`src/rtl/fifo_stream_reader_pkg.sv`:
```
// Shared constants and types for the FIFO stream reader: skid depth and
// occupancy encodings used by the top and its skid buffer.
package fifo_stream_reader_pkg;

    localparam int SKID_DEPTH = 2;
    localparam int COUNT_W    = 2;

    typedef enum logic [COUNT_W-1:0] {
        CNT_EMPTY = 2'd0,
        CNT_ONE   = 2'd1,
        CNT_FULL  = 2'd2
    } cnt_e;

    // The skid can accept a new word whenever it is not full.
    function automatic logic skid_has_room(input logic [COUNT_W-1:0] count);
        return count < COUNT_W'(SKID_DEPTH);
    endfunction

endpackage

```
`src/rtl/fifo_stream_reader_if.sv`:
```
// Bundle of the FIFO read port, flush control and the downstream valid/ready
// stream seen by the reader.
interface fifo_stream_reader_if
    import fifo_stream_reader_pkg::*;
#(
    parameter int DATA_WIDTH = 2
);
    logic [DATA_WIDTH-1:0] io_fifo_dout;
    logic                  io_fifo_empty;
    logic                  io_fifo_pop;
    logic                  io_flush;
    logic [DATA_WIDTH-1:0] io_deq_data;
    logic                  io_deq_valid;
    logic                  io_deq_ready;
    logic [COUNT_W-1:0]    io_count;

    modport master (
        output io_fifo_dout, io_fifo_empty, io_flush, io_deq_ready,
        input  io_fifo_pop, io_deq_data, io_deq_valid, io_count
    );

    modport slave (
        input  io_fifo_dout, io_fifo_empty, io_flush, io_deq_ready,
        output io_fifo_pop, io_deq_data, io_deq_valid, io_count
    );
endinterface

```
`src/rtl/fifo_stream_reader_skid_buf2.sv`:
```
// Two-entry skid register pair with occupancy count. Entry 0 is always the
// stream head; entry 1 only holds a word while the consumer stalls.
module fifo_stream_reader_skid_buf2
    import fifo_stream_reader_pkg::*;
#(
    parameter int DATA_WIDTH = 2
) (
    input  logic                  clk,
    input  logic                  reset,
    input  logic                  load,
    input  logic [DATA_WIDTH-1:0] load_data,
    input  logic                  shift,
    input  logic                  clear,
    output logic [DATA_WIDTH-1:0] head,
    output logic [COUNT_W-1:0]    count
);
    cnt_e                  state_reg, state_next;
    logic [DATA_WIDTH-1:0] entry_reg  [SKID_DEPTH];
    logic [DATA_WIDTH-1:0] entry_next [SKID_DEPTH];

    always_ff @(posedge clk or negedge reset) begin
        if (!reset) state_reg <= CNT_EMPTY;
        else        state_reg <= state_next;
    end

    generate
        for (genvar gi = 0; gi < SKID_DEPTH; gi++) begin : g_entry
            always_ff @(posedge clk or negedge reset) begin
                if (!reset) entry_reg[gi] <= '0;
                else        entry_reg[gi] <= entry_next[gi];
            end
        end
    endgenerate

    always_comb begin
        state_next = state_reg;
        entry_next = entry_reg;
        if (clear) begin
            // Entries are kept; only the occupancy is dropped.
            state_next = CNT_EMPTY;
        end else begin
            case (state_reg)
                CNT_EMPTY: begin
                    if (load) begin
                        entry_next[0] = load_data;
                        state_next    = CNT_ONE;
                    end
                end
                CNT_ONE: begin
                    if (load && shift) begin
                        entry_next[0] = load_data;
                    end else if (load) begin
                        entry_next[1] = load_data;
                        state_next    = CNT_FULL;
                    end else if (shift) begin
                        state_next = CNT_EMPTY;
                    end
                end
                CNT_FULL: begin
                    if (shift) begin
                        entry_next[0] = entry_reg[1];
                        state_next    = CNT_ONE;
                    end
                end
                default: state_next = CNT_EMPTY;
            endcase
        end
    end

    assign head  = entry_reg[0];
    assign count = state_reg;
endmodule

```
`src/rtl/fifo_stream_reader.sv`:
```
// Drains a push/pop FIFO into a valid/ready stream through a 2-entry skid
// buffer so consumer backpressure never stalls the pop path combinationally.
module fifo_stream_reader
    import fifo_stream_reader_pkg::*;
#(
    parameter int DATA_WIDTH = 2
) (
    input logic                  clk,
    input logic                  reset,
    fifo_stream_reader_if.slave  bus
);
    logic               pop;
    logic               valid;
    logic               deq;
    logic [COUNT_W-1:0] count;

    // Pop is masked during reset so a non-empty FIFO is not advanced while held.
    assign pop   = reset & ~bus.io_fifo_empty & ~bus.io_flush & skid_has_room(count);
    assign valid = (count != '0) & ~bus.io_flush;
    assign deq   = valid & bus.io_deq_ready;

    fifo_stream_reader_skid_buf2 #(
        .DATA_WIDTH (DATA_WIDTH)
    ) u_skid (
        .clk       (clk),
        .reset     (reset),
        .load      (pop),
        .load_data (bus.io_fifo_dout),
        .shift     (deq),
        .clear     (bus.io_flush),
        .head      (bus.io_deq_data),
        .count     (count)
    );

    assign bus.io_fifo_pop  = pop;
    assign bus.io_deq_valid = valid;
    assign bus.io_count     = count;
endmodule

```
`src/flat_wrapper.sv`:
```
// flat-port wrapper written by rule: the top's interface ports become plain ports
module fifo_stream_reader_flat import fifo_stream_reader_pkg::*;
#(
    parameter int DATA_WIDTH = 2
)
  (clk, reset, bus_io_fifo_dout, bus_io_fifo_empty, bus_io_flush, bus_io_deq_ready, bus_io_fifo_pop, bus_io_deq_data, bus_io_deq_valid, bus_io_count);
  fifo_stream_reader_if #(.DATA_WIDTH(DATA_WIDTH)) bus_i ();
  input logic clk;
  input logic reset;
  input wire logic [$bits(bus_i.io_fifo_dout)-1:0] bus_io_fifo_dout;
  input wire logic [$bits(bus_i.io_fifo_empty)-1:0] bus_io_fifo_empty;
  input wire logic [$bits(bus_i.io_flush)-1:0] bus_io_flush;
  input wire logic [$bits(bus_i.io_deq_ready)-1:0] bus_io_deq_ready;
  output wire logic [$bits(bus_i.io_fifo_pop)-1:0] bus_io_fifo_pop;
  output wire logic [$bits(bus_i.io_deq_data)-1:0] bus_io_deq_data;
  output wire logic [$bits(bus_i.io_deq_valid)-1:0] bus_io_deq_valid;
  output wire logic [$bits(bus_i.io_count)-1:0] bus_io_count;
  assign bus_i.io_fifo_dout = bus_io_fifo_dout;
  assign bus_i.io_fifo_empty = bus_io_fifo_empty;
  assign bus_i.io_flush = bus_io_flush;
  assign bus_i.io_deq_ready = bus_io_deq_ready;
  assign bus_io_fifo_pop = bus_i.io_fifo_pop;
  assign bus_io_deq_data = bus_i.io_deq_data;
  assign bus_io_deq_valid = bus_i.io_deq_valid;
  assign bus_io_count = bus_i.io_count;
  fifo_stream_reader #(.DATA_WIDTH(DATA_WIDTH)) u_core (.clk(clk), .reset(reset), .bus(bus_i));
endmodule
```
`config.mk`:
```
export PLATFORM = sky130hd
export DESIGN_NAME = fifo_stream_reader_flat
export DESIGN_NICKNAME = d
export VERILOG_FILES = /design/src/rtl/fifo_stream_reader_pkg.sv /design/src/rtl/fifo_stream_reader_if.sv /design/src/rtl/fifo_stream_reader_skid_buf2.sv /design/src/rtl/fifo_stream_reader.sv /design/src/flat_wrapper.sv
export SDC_FILE = /design/constraint.sdc
export NUM_CORES = 1
export LEC_CHECK = 0
export CORE_AREA = 2 2 39 41
export CTS_CLUSTER_DIAMETER = 120
export DETAILED_ROUTE_END_ITERATION = 10
export DIE_AREA = 0 0 41 43
export HOLD_SLACK_MARGIN = 0.06
export PLACE_DENSITY = 0.6
export SYNTH_ARGS = -nofsm -noshare
export SYNTH_HDL_FRONTEND = slang
export SYNTH_SLANG_ARGS = --single-unit
export TNS_END_PERCENT = 30
```
`constraint.sdc`:
```
create_clock -name clk -period 2.3 [get_ports clk]
set_input_delay 0.575 -clock clk [delete_from_list [all_inputs] [get_ports clk]]
set_output_delay 0.575 -clock clk [all_outputs]
set_load 0.05 [all_outputs]
```
* After elaboration in Yosys (flattened, before gate mapping)
Index checks and enable logic that the tools add are counted.
** Storage, ports and cells
- Register bits :: 6
- Input bits :: 7
- Output and inout port bits :: 6
** Cells by class
- Magnitude comparators :: 1
- Equal/unequal tests :: 9
- Muxes and demuxes :: 11
- Bitwise logic cells :: 8
- Reduce and logical (&&, ||, !) cells :: 7
** Operator list (number)
- 2-bit 2-to-1 mux :: 9
- 2-bit one-hot mux with 3 select lines :: 2
- 3-bit != test, second input constant :: 3
- 4-bit AND reduction :: 2
- 2-bit != test, second input constant :: 3
- 1-bit bitwise AND :: 5
- 5-bit AND reduction :: 1
- 4-bit != test, second input constant :: 1
- 1-bit NOT :: 3
- 3-bit nonzero test :: 1
- 2-bit by 1-bit equality test with 1-bit output, second input constant :: 1
- 2-bit equality test, second input constant :: 1
- 2-bit logical NOT :: 1
- 2-bit less-than comparator, second input constant :: 1
- 2-bit nonzero test :: 1
- 1-bit logical AND :: 1

* Longest topological paths before layout
Gate-level depths: netlist (run 1).
- Depth after elaboration :: 8
- Mapped depth :: 4

* Hierarchy
Synthesis (run 1) repeated with hierarchy kept, for this count alone.
** Second synthesis, totals
- Cell total of the unflattened synthesis :: 32
- Area total of the unflattened synthesis :: 379.1 sq um
** Modules (own cells, without submodules)
- fifo_stream_reader_skid_buf2 :: instances 1, cells each 28, area an instance 344.1 sq um, sequential area each 150.1 sq um
- fifo_stream_reader :: instances 1, cells each 4, area an instance 35.0 sq um, sequential area each 0.0 sq um

* Worst setup path after synthesis (run 1)
No wires, ideal clock.
- Path kind :: reg-to-reg
- From :: reg u_core.u_skid.state_reg[1], in the netlist u_core.u_skid.count[1]
- To :: reg u_core.u_skid.entry_reg[0] in the netlist's numbering
- Setup time :: 0.125 ns
- Arrival :: 2.400 ns
- Data required time :: 2.175 ns
- Path slack :: -0.225 ns
- Cell stages (with the launch flop) :: 4
- Path buffers :: 0
- Period minus slack after synthesis :: 2.525 ns
- Cell sequence :: dfrtp_1 nor3_1 nand2_1 mux2_2
** Between the ends
- Elaborated cells on any way between the ends :: 9
- Those cells by class :: order compare: 1; eq/ne: 1; bitwise: 4; reduce/logical: 3
** RTL lines
- start, declared :: line fifo_stream_reader_skid_buf2.sv:17 : cnt_e state_reg, state_next;
- start signal, assigned :: line fifo_stream_reader_skid_buf2.sv:23 : else state_reg <= state_next;
- 2-bit less-than comparator (*) :: line fifo_stream_reader_pkg.sv:16 : return count < COUNT_W'(SKID_DEPTH);
- 1-bit bitwise AND (*) :: line fifo_stream_reader.sv:18 : assign pop = reset & ~bus.io_fifo_empty & ~bus.io_flush & skid_has_room(count);
- named net bus_io_fifo_pop :: line flat_wrapper.sv:14 : output wire logic [$bits(bus_i.io_fifo_pop)-1:0] bus_io_fifo_pop;
- 1-bit logical AND :: line fifo_stream_reader_skid_buf2.sv:50 : if (load && shift) begin
- 1-bit NOT (no line)
- 4-bit AND reduction (no line) (*)
- end signal, assigned by index :: line fifo_stream_reader_skid_buf2.sv:30 : else entry_reg[gi] <= entry_next[gi];
- end, declared :: line fifo_stream_reader_skid_buf2.sv:18 : logic [DATA_WIDTH-1:0] entry_reg [SKID_DEPTH];
Mark *: on every way through the listed nets, which the timed path passes. The rest lies on a longest branch.
A chain may end at the register's enable or synchronous reset.

* Worst setup path in the final report (run 1)
- From :: in reset
- To :: out bus_io_fifo_pop
** Between the ends
- Cells in the longest elaborated chain, start to end :: 3
** Ends and longest elaborated chain
- start, declared :: line flat_wrapper.sv:9 : input logic reset;
- 1-bit bitwise AND (3 in series) :: line fifo_stream_reader.sv:18
- end, declared :: line flat_wrapper.sv:14
No other way between the ends.

==> metrics.txt, run 1 <==
simple-gate share of the synthesized area=21.6%; Initial Utilization=~27%; Max-slew headroom=66.2%; multiplexer share of the synthesized area=between 20 and 25%; actual slew at the worst max-slew pin=0.506 ns; Leakage Power=approximately 0.25 nW; setup repair after global routing missed its margin=no; number of nets in the layout=55; Power Total=roughly 360 uW; Final min period=between 2 and 2.5 ns; clk sink count=6; highest ir drop seen on vdd=roughly 0.00033 V; insertion delay to the later sink of the worst-skew pair=0.25 ns; DIE WIDTH=between 40 and 50 um; number of placed I/O pins=13; delay of the slowest critical-path stage=0.52 ns; DIE HEIGHT=~43 um; combined area of the multi-input logic cells=206 sq um; global-route usage over all layers=11.2%; post-synth cell types=17; run status=complete, no violations; drt drc=0; summed instance area of the synthesized netlist=about 370 sq um; drt via density=4.66; Antenna diodes=0; wire per inst=around 12 um; Fmax=457 MHz; Tightest Hold Check Type=reg2reg; CTS tree=yes; vias in the first global route=~300; post-synthesis compound-gate area fraction=about an eighth; maximum clock path buffer count=2; total count of hold-check failures in the final report=0; worst path bufs/invs=2; routability congestion estimate from global placement=0.711; # Post-CTS Setup Buffers=0; mean post-synth cell area=approximately 12 sq um; die area=~1800 sq um; ordered cell list for the critical path=clkdlybuf4s50_1 -> nand2b_1 -> nor3_2 -> buf_12; Post-Synthesis Net Count=37; slowest library cell on the worst path=sky130_fd_sc_hd__clkdlybuf4s50_1; Cell Count, Final, Fillers Out=between 60 and 70; power per cell area=roughly 640 nW/um^2; placed wire-length estimate=596 um; H-tree depth=1; Antenna Violating Nets Remaining=0; total of warnings raised by yosys=0; buffers added on ports=12; top cell family by delay on the critical path=buffers and inverters; synthesized-area fraction occupied by xor and xnor cells=0%; category of the worst setup path launch point=primary input; fin crit share=about 95%; final-report max-slew violation count=0; Reg clk slew, reported paths=~0.04 ns; fraction of final layout cells with drive strength greater than 1=approximately two fifths; antenna violations before repair=0; adder and majority cell fraction of the synthesized area=0%; core box area=between 1000 and 1500 sq um; number of buffers inserted during clock tree synthesis=3; DRC violation total after the first TritonRoute iteration=4; Clk Tree Root Cell=sky130_fd_sc_hd__clkbuf_4; Post-Place Cells=59; vias post-DR=slightly below 300; accumulated negative setup slack=0 ns; area occupied by registers=between 150 and 200 sq um; Critical Path AT=~1.6 ns; Congestion Overflow GR=0; Crit Path Max Fanout=3; number of endpoints failing setup at the final stage=0; post-synthesis register bit count=6; pin count of the biggest net entering global routing=8; dominant combinational cell family by area after synthesis=simple AND/OR/NAND/NOR gates; critical path data required time=between 1.5 and 2 ns; area added between synthesis and finish=52.7%; setup skew after layout=around 0.0028 ns; number of standard cells after synthesis=30; count of cells resized by post-cts repair=0; final routed wirelength across all metal layers=751 um; site row count=14; cell type with the largest total area after synthesis=sky130_fd_sc_hd__dfrtp_1; count of filler cells inserted in the layout=~130; detailed-router iteration count before antenna repair=4; first-pass GRT wire length=~1300 um; number of max-cap violations=0; share of Yosys cell area claimed by the top area cell type=between 40% and 50%; hold bufs inserted after CTS=0; kind of critical path=in2out; ranking of synthesized cells by area=sky130_fd_sc_hd__dfrtp_1 41%, sky130_fd_sc_hd__mux2_2 12%, sky130_fd_sc_hd__mux2_4 8.1%, sky130_fd_sc_hd__nor2_8 5.4%, sky130_fd_sc_hd__o221a_4 5.4%; post-synthesis sequential area ratio=between 40% and 50%; nature of the critical path endpoint=output pin
==> synth_stat cells <==
cell type	number
sky130_fd_sc_hd__inv_1	1
sky130_fd_sc_hd__o221a_2	1
sky130_fd_sc_hd__o31ai_1	1
sky130_fd_sc_hd__mux2_2	4
sky130_fd_sc_hd__a21boi_0	1
sky130_fd_sc_hd__o221a_4	1
sky130_fd_sc_hd__nor3_1	1
sky130_fd_sc_hd__nor2_1	3
sky130_fd_sc_hd__dfrtp_1	6
sky130_fd_sc_hd__nand2_1	1
sky130_fd_sc_hd__nand3b_1	1
sky130_fd_sc_hd__nor2b_1	1
sky130_fd_sc_hd__nand2b_1	2
sky130_fd_sc_hd__nor2_8	1
sky130_fd_sc_hd__buf_4	2
sky130_fd_sc_hd__mux2_4	2
sky130_fd_sc_hd__or4b_4	1
==> final timing paths <==
kind                                            start                          to  slack [ns]  depth (start not counted)
max in group asynchronous                       reset  u_core.u_skid.entry_reg[0]        1.48                          2
min in group asynchronous                       reset  u_core.u_skid.entry_reg[1]        0.69                          2
min                        u_core.u_skid.entry_reg[0]  u_core.u_skid.entry_reg[0]        0.50                          1
min reg2reg                u_core.u_skid.entry_reg[0]  u_core.u_skid.entry_reg[0]        0.50                          1
max                                             reset             bus_io_fifo_pop        0.11                          4
max reg2reg                    u_core.u_skid.count[1]       u_core.u_skid.head[1]        0.60                          5
==> layout by cell type (no fill, tap or decap) <==
| master | synthesis | routed |
|---|---|---|
| sky130_fd_sc_hd__o221a_4 | 1 | 1 |
| sky130_fd_sc_hd__dfrtp_1 | 6 | 6 |
| sky130_fd_sc_hd__nor2_8 | 1 | 1 |
| sky130_fd_sc_hd__clkdlybuf4s50_1 | 0 | 10 |
| sky130_fd_sc_hd__o31ai_1 | 1 | 1 |
| sky130_fd_sc_hd__buf_4 | 2 | 3 |
| sky130_fd_sc_hd__nor3_2 | 0 | 1 |
| sky130_fd_sc_hd__nor2b_1 | 1 | 1 |
| sky130_fd_sc_hd__nand2b_1 | 2 | 2 |
| sky130_fd_sc_hd__buf_12 | 0 | 2 |
| sky130_fd_sc_hd__nand3b_1 | 1 | 1 |
| sky130_fd_sc_hd__o221a_2 | 1 | 1 |
| sky130_fd_sc_hd__or4b_4 | 1 | 1 |
| sky130_fd_sc_hd__nand2_1 | 1 | 1 |
| sky130_fd_sc_hd__nor2_1 | 3 | 3 |
| sky130_fd_sc_hd__mux2_4 | 2 | 2 |
| sky130_fd_sc_hd__mux2_2 | 4 | 4 |
| sky130_fd_sc_hd__inv_1 | 1 | 1 |
| sky130_fd_sc_hd__clkbuf_4 | 0 | 3 |
| sky130_fd_sc_hd__a21boi_0 | 1 | 1 |
==> per-stage QoR <==
| step | setup slack (ns) | hold WS (ns) | util [%] | instance area [sq um] |
|---|---|---|---|---|
| 2_1_floorplan | 0.271 | 0.279 | - | 375 |
| 3_3_place_gp | 0.0528 | 0.487 | 39.2 | 543 |
| 3_5_place_dp | 0.0546 | 0.492 | 39.2 | 543 |
| 4_1_cts | 0.0943 | 0.504 | 40.9 | 566 |
| 5_1_grt | 0.0563 | 0.529 | 40.9 | 566 |
| 6_report | 0.114 | 0.500 | 40.9 | 566 |
==> routing by layer <==
| layer | vias up | wire length (um) | global-route usage (%) |
|---|---|---|---|
| met2 | 16 | 283 | 14.7 |
| met3 | 2 | 110 | 9.95 |
| met5 | - | 0 | 0 |
| li1 | 141 | - | - |
| met4 | 0 | 7 | 2.00 |
| met1 | 130 | 350 | 13.6 |
==> layout make-up <==
cell class / count / share of cell area (%)
multi-input combinational: 21 / 36.5
timing repair buffer: 15 / 28.8
sequential: 6 / 26.5
clock buffer: 3 / 3.98
tap: 16 / 3.54
inverter: 1 / 0.664
==> power breakdown <==
group | internal [mW] | switching (mW) | total [mW]
Clock | 0.0592 | 0.0405 | 0.0997
Combinational | 0.0639 | 0.0687 | 0.133
Sequential | 0.123 | 0.00884 | 0.132
Total | 0.246 | 0.118 | 0.364
==> cells by family after synthesis <==
family,Yosys count
AND/OR/NAND/NOR,11
multiplexers,6
flip-flops,6
AO/OA/AOI/OAI,4
buffers and inverters,3
No activity file was read; power rests on OpenSTA's default activity.
==> run 2: changes to the inputs <==
--- a/config.mk
+++ b/config.mk
@@ -11,4 +11,5 @@
 export DIE_AREA = 0 0 41 43
+export DONT_BUFFER_PORTS = 1
 export HOLD_SLACK_MARGIN = 0.06
-export PLACE_DENSITY = 0.6
+export PLACE_DENSITY = 0.47
 export SYNTH_ARGS = -nofsm -noshare
--- a/constraint.sdc
+++ b/constraint.sdc
@@ -3,2 +3,2 @@
 set_output_delay 0.575 -clock clk [all_outputs]
-set_load 0.05 [all_outputs]
+set_load 0.01 [all_outputs]
==> run 2 against run 1 <==
Utilization shrank 11 points. Critical endpoint unchanged. Flip-flop and latch count is the same. Clock skew shrank 0.00072 ns. Total power shrank 22%. Setup slack gained 0.45 ns.
==> metrics.txt, run 2 (synthesis gave the netlist of run 1 again) <==
Hold Worst Slack=0.397 ns (was 0.500 ns); vias in the first global route=272 (was 304); placed wire-length estimate=570 um (was 596 um); slowest library cell on the worst path=sky130_fd_sc_hd__dfrtp_1 (was sky130_fd_sc_hd__clkdlybuf4s50_1); maximum clock path buffer count=2 (unchanged); CTS tree=yes (unchanged); pin count of the biggest net entering global routing=8 (unchanged); post-layout utilization of the core=29.5% (was 40.9%); fraction of final layout cells with drive strength greater than 1=40.6% (was 41.3%); number of buffers inserted during clock tree synthesis=3 (unchanged); number of nets in the layout=41 (was 55); Post-Place Cells=44 (was 59); buffers added on ports=0 (was 12); core box area=1380 sq um (unchanged); first-pass GRT wire length=1210 um (was 1300 um); Congestion Overflow GR=0 (unchanged); setup skew after layout=0.00207 ns (was 0.00280 ns); worst path bufs/invs=0 (was 2); Tightest Hold Check Type=in2reg (was reg2reg); nature of the critical path endpoint=output pin (unchanged); Fmax=575 MHz (was 457 MHz); DRC violation total after the first TritonRoute iteration=3 (was 4); final-report max-slew violation count=0 (unchanged); DIE WIDTH=41 um (unchanged); Final min period=1.74 ns (was 2.19 ns); total count of hold-check failures in the final report=0 (unchanged); Critical Path AT=1.17 ns (was 1.61 ns); Initial Utilization=26.8% (unchanged); sw power=71.8 uW (was 118 uW); design internal power=213 uW (was 246 uW); critical path data required time=1.73 ns (about the same); Net Sw Frac=25.2% (was 32.4%); die area=1760 sq um (unchanged); most common cell after layout, fill and taps aside=sky130_fd_sc_hd__dfrtp_1 (was sky130_fd_sc_hd__clkdlybuf4s50_1); actual slew at the worst max-slew pin=0.433 ns (was 0.506 ns); detailed-router iteration count before antenna repair=3 (was 4); number of max-cap violations=0 (unchanged); routability congestion estimate from global placement=0.809 (was 0.711); Crit Path Max Fanout=7 (was 3); Sequential Power Share=49.0% (was 36.2%); fin crit share=75.7% (was 95.1%); Max-slew headroom=70.9% (was 66.2%); Reg clk slew, reported paths=0.05 ns (was 0.04 ns); insertion delay to the later sink of the worst-skew pair=0.24 ns (was 0.25 ns); number of endpoints failing setup at the final stage=0 (unchanged); global-route usage over all layers=10.7% (was 11.2%); area added between synthesis and finish=10.1% (was 52.7%); H-tree depth=1 (unchanged); site row count=14 (unchanged); number of placed I/O pins=13 (unchanged); part of the total power dissipated in the clock network=34.3% (was 27.4%); relative contribution of combinational cells to total power=16.7% (was 36.4%); most frequent cells in the layout=6 x sky130_fd_sc_hd__dfrtp_1, 4 x sky130_fd_sc_hd__mux2_2, 3 x sky130_fd_sc_hd__nor2_1, 3 x sky130_fd_sc_hd__clkbuf_4 (was 10 x sky130_fd_sc_hd__clkdlybuf4s50_1, 6 x sky130_fd_sc_hd__dfrtp_1, 4 x sky130_fd_sc_hd__mux2_2); Antenna Violating Nets Remaining=0 (unchanged); drt drc=0 (unchanged); Leakage Power=0.180 nW (was 0.248 nW); drt via density=5.31 (was 4.66); accumulated negative setup slack=0 ns (unchanged); clk sink count=6 (unchanged); DIE HEIGHT=43 um (unchanged); ordered cell list for the critical path=nor3_1 (was clkdlybuf4s50_1 -> nand2b_1 -> nor3_2 -> buf_12); vias post-DR=255 (was 289); power per cell area=698 nW/um^2 (was 644 nW/um^2); wire per inst=15.3 um (was 12.1 um); Antenna diodes=0 (unchanged); setup repair after global routing missed its margin=no (unchanged); top cell family by delay on the critical path=flip-flops (was buffers and inverters); Clk Tree Root Cell=sky130_fd_sc_hd__clkbuf_4 (unchanged); category of the worst setup path launch point=flip-flop (was primary input); kind of critical path=reg2out (was in2out); delay of the slowest critical-path stage=0.48 ns (was 0.52 ns); run status=complete, no violations (unchanged); highest ir drop seen on vdd=0.000221 V (was 0.000334 V); antenna violations before repair=0 (unchanged); final routed wirelength across all metal layers=734 um (was 751 um); Cell Count, Final, Fillers Out=48 (was 62)
run 2: stage by stage:
step	power [mW]	setup slack (ns)	instance area [sq um]
after floorplan	0.190	0.598	370
after global placement	0.183	0.587	375
after detailed placement	0.186	0.570	375
after CTS	0.292	0.541	408
after global routing	0.303	0.485	408
final	0.285	0.560	408
run 2: area by class of cell:
| class | count | area, sq um |
|---|---|---|
| Clock buffer | 3 | 22.5 |
| Fill cell | 140 | 976 |
| Inverter | 1 | 3.75 |
| Multi-Input combinational cell | 21 | 201 |
| Sequential cell | 6 | 150 |
| Tap cell | 16 | 20.0 |
| Timing Repair Buffer | 1 | 10.0 |
run 2: power by group through the flow:
stage	clock network, mW	registers (mW)	logic [mW]
floorplan	0	0.132	0.0577
global placement	0	0.140	0.0425
detailed placement	0	0.141	0.0446
CTS	0.104	0.140	0.0483
global route	0.108	0.142	0.0520
finish	0.0977	0.140	0.0476
run 2: repair_timing:
action                    in CTS  in global routing
hold buffers                   1                  0
hold endpoints to repair       6                  0
gates resized for setup        0                  0
setup buffers                  0                  0
run 2: worst reg2reg max path, delay by kind of cell, from the launching register on:
family           cells  cell delay, ns
AND/OR/NAND/NOR      2            0.66
flip-flops           1            0.48
multiplexers         1            0.30
AO/OA/AOI/OAI        1            0.15
run 2: routing by layer:
metal / up-vias / part of all wire, % / track usage, %
met2: 11 / 49 / 13.4
met5: - / 0 / 0
li1: 112 / - / -
met3: 2 / 6.3 / 5.76
met1: 130 / 42 / 12.3
met4: 0 / 2.3 / 9.33
run 2: worst paths after layout:
check | from | end | slack, ns | depth (start not counted)
max | u_core.u_skid.count[1] | bus_io_fifo_pop | 0.56 | 1
min | bus_io_flush | u_core.u_skid.count[0] | 0.40 | 1
max reg2reg | u_core.u_skid.count[1] | u_core.u_skid.head[1] | 0.58 | 4
min reg2reg | u_core.u_skid.entry_reg[1] | u_core.u_skid.entry_reg[1] | 0.51 | 1
max in group asynchronous | reset | u_core.u_skid.entry_reg[0] | 1.39 | 1
min in group asynchronous | reset | u_core.u_skid.count[1] | 0.66 | 1
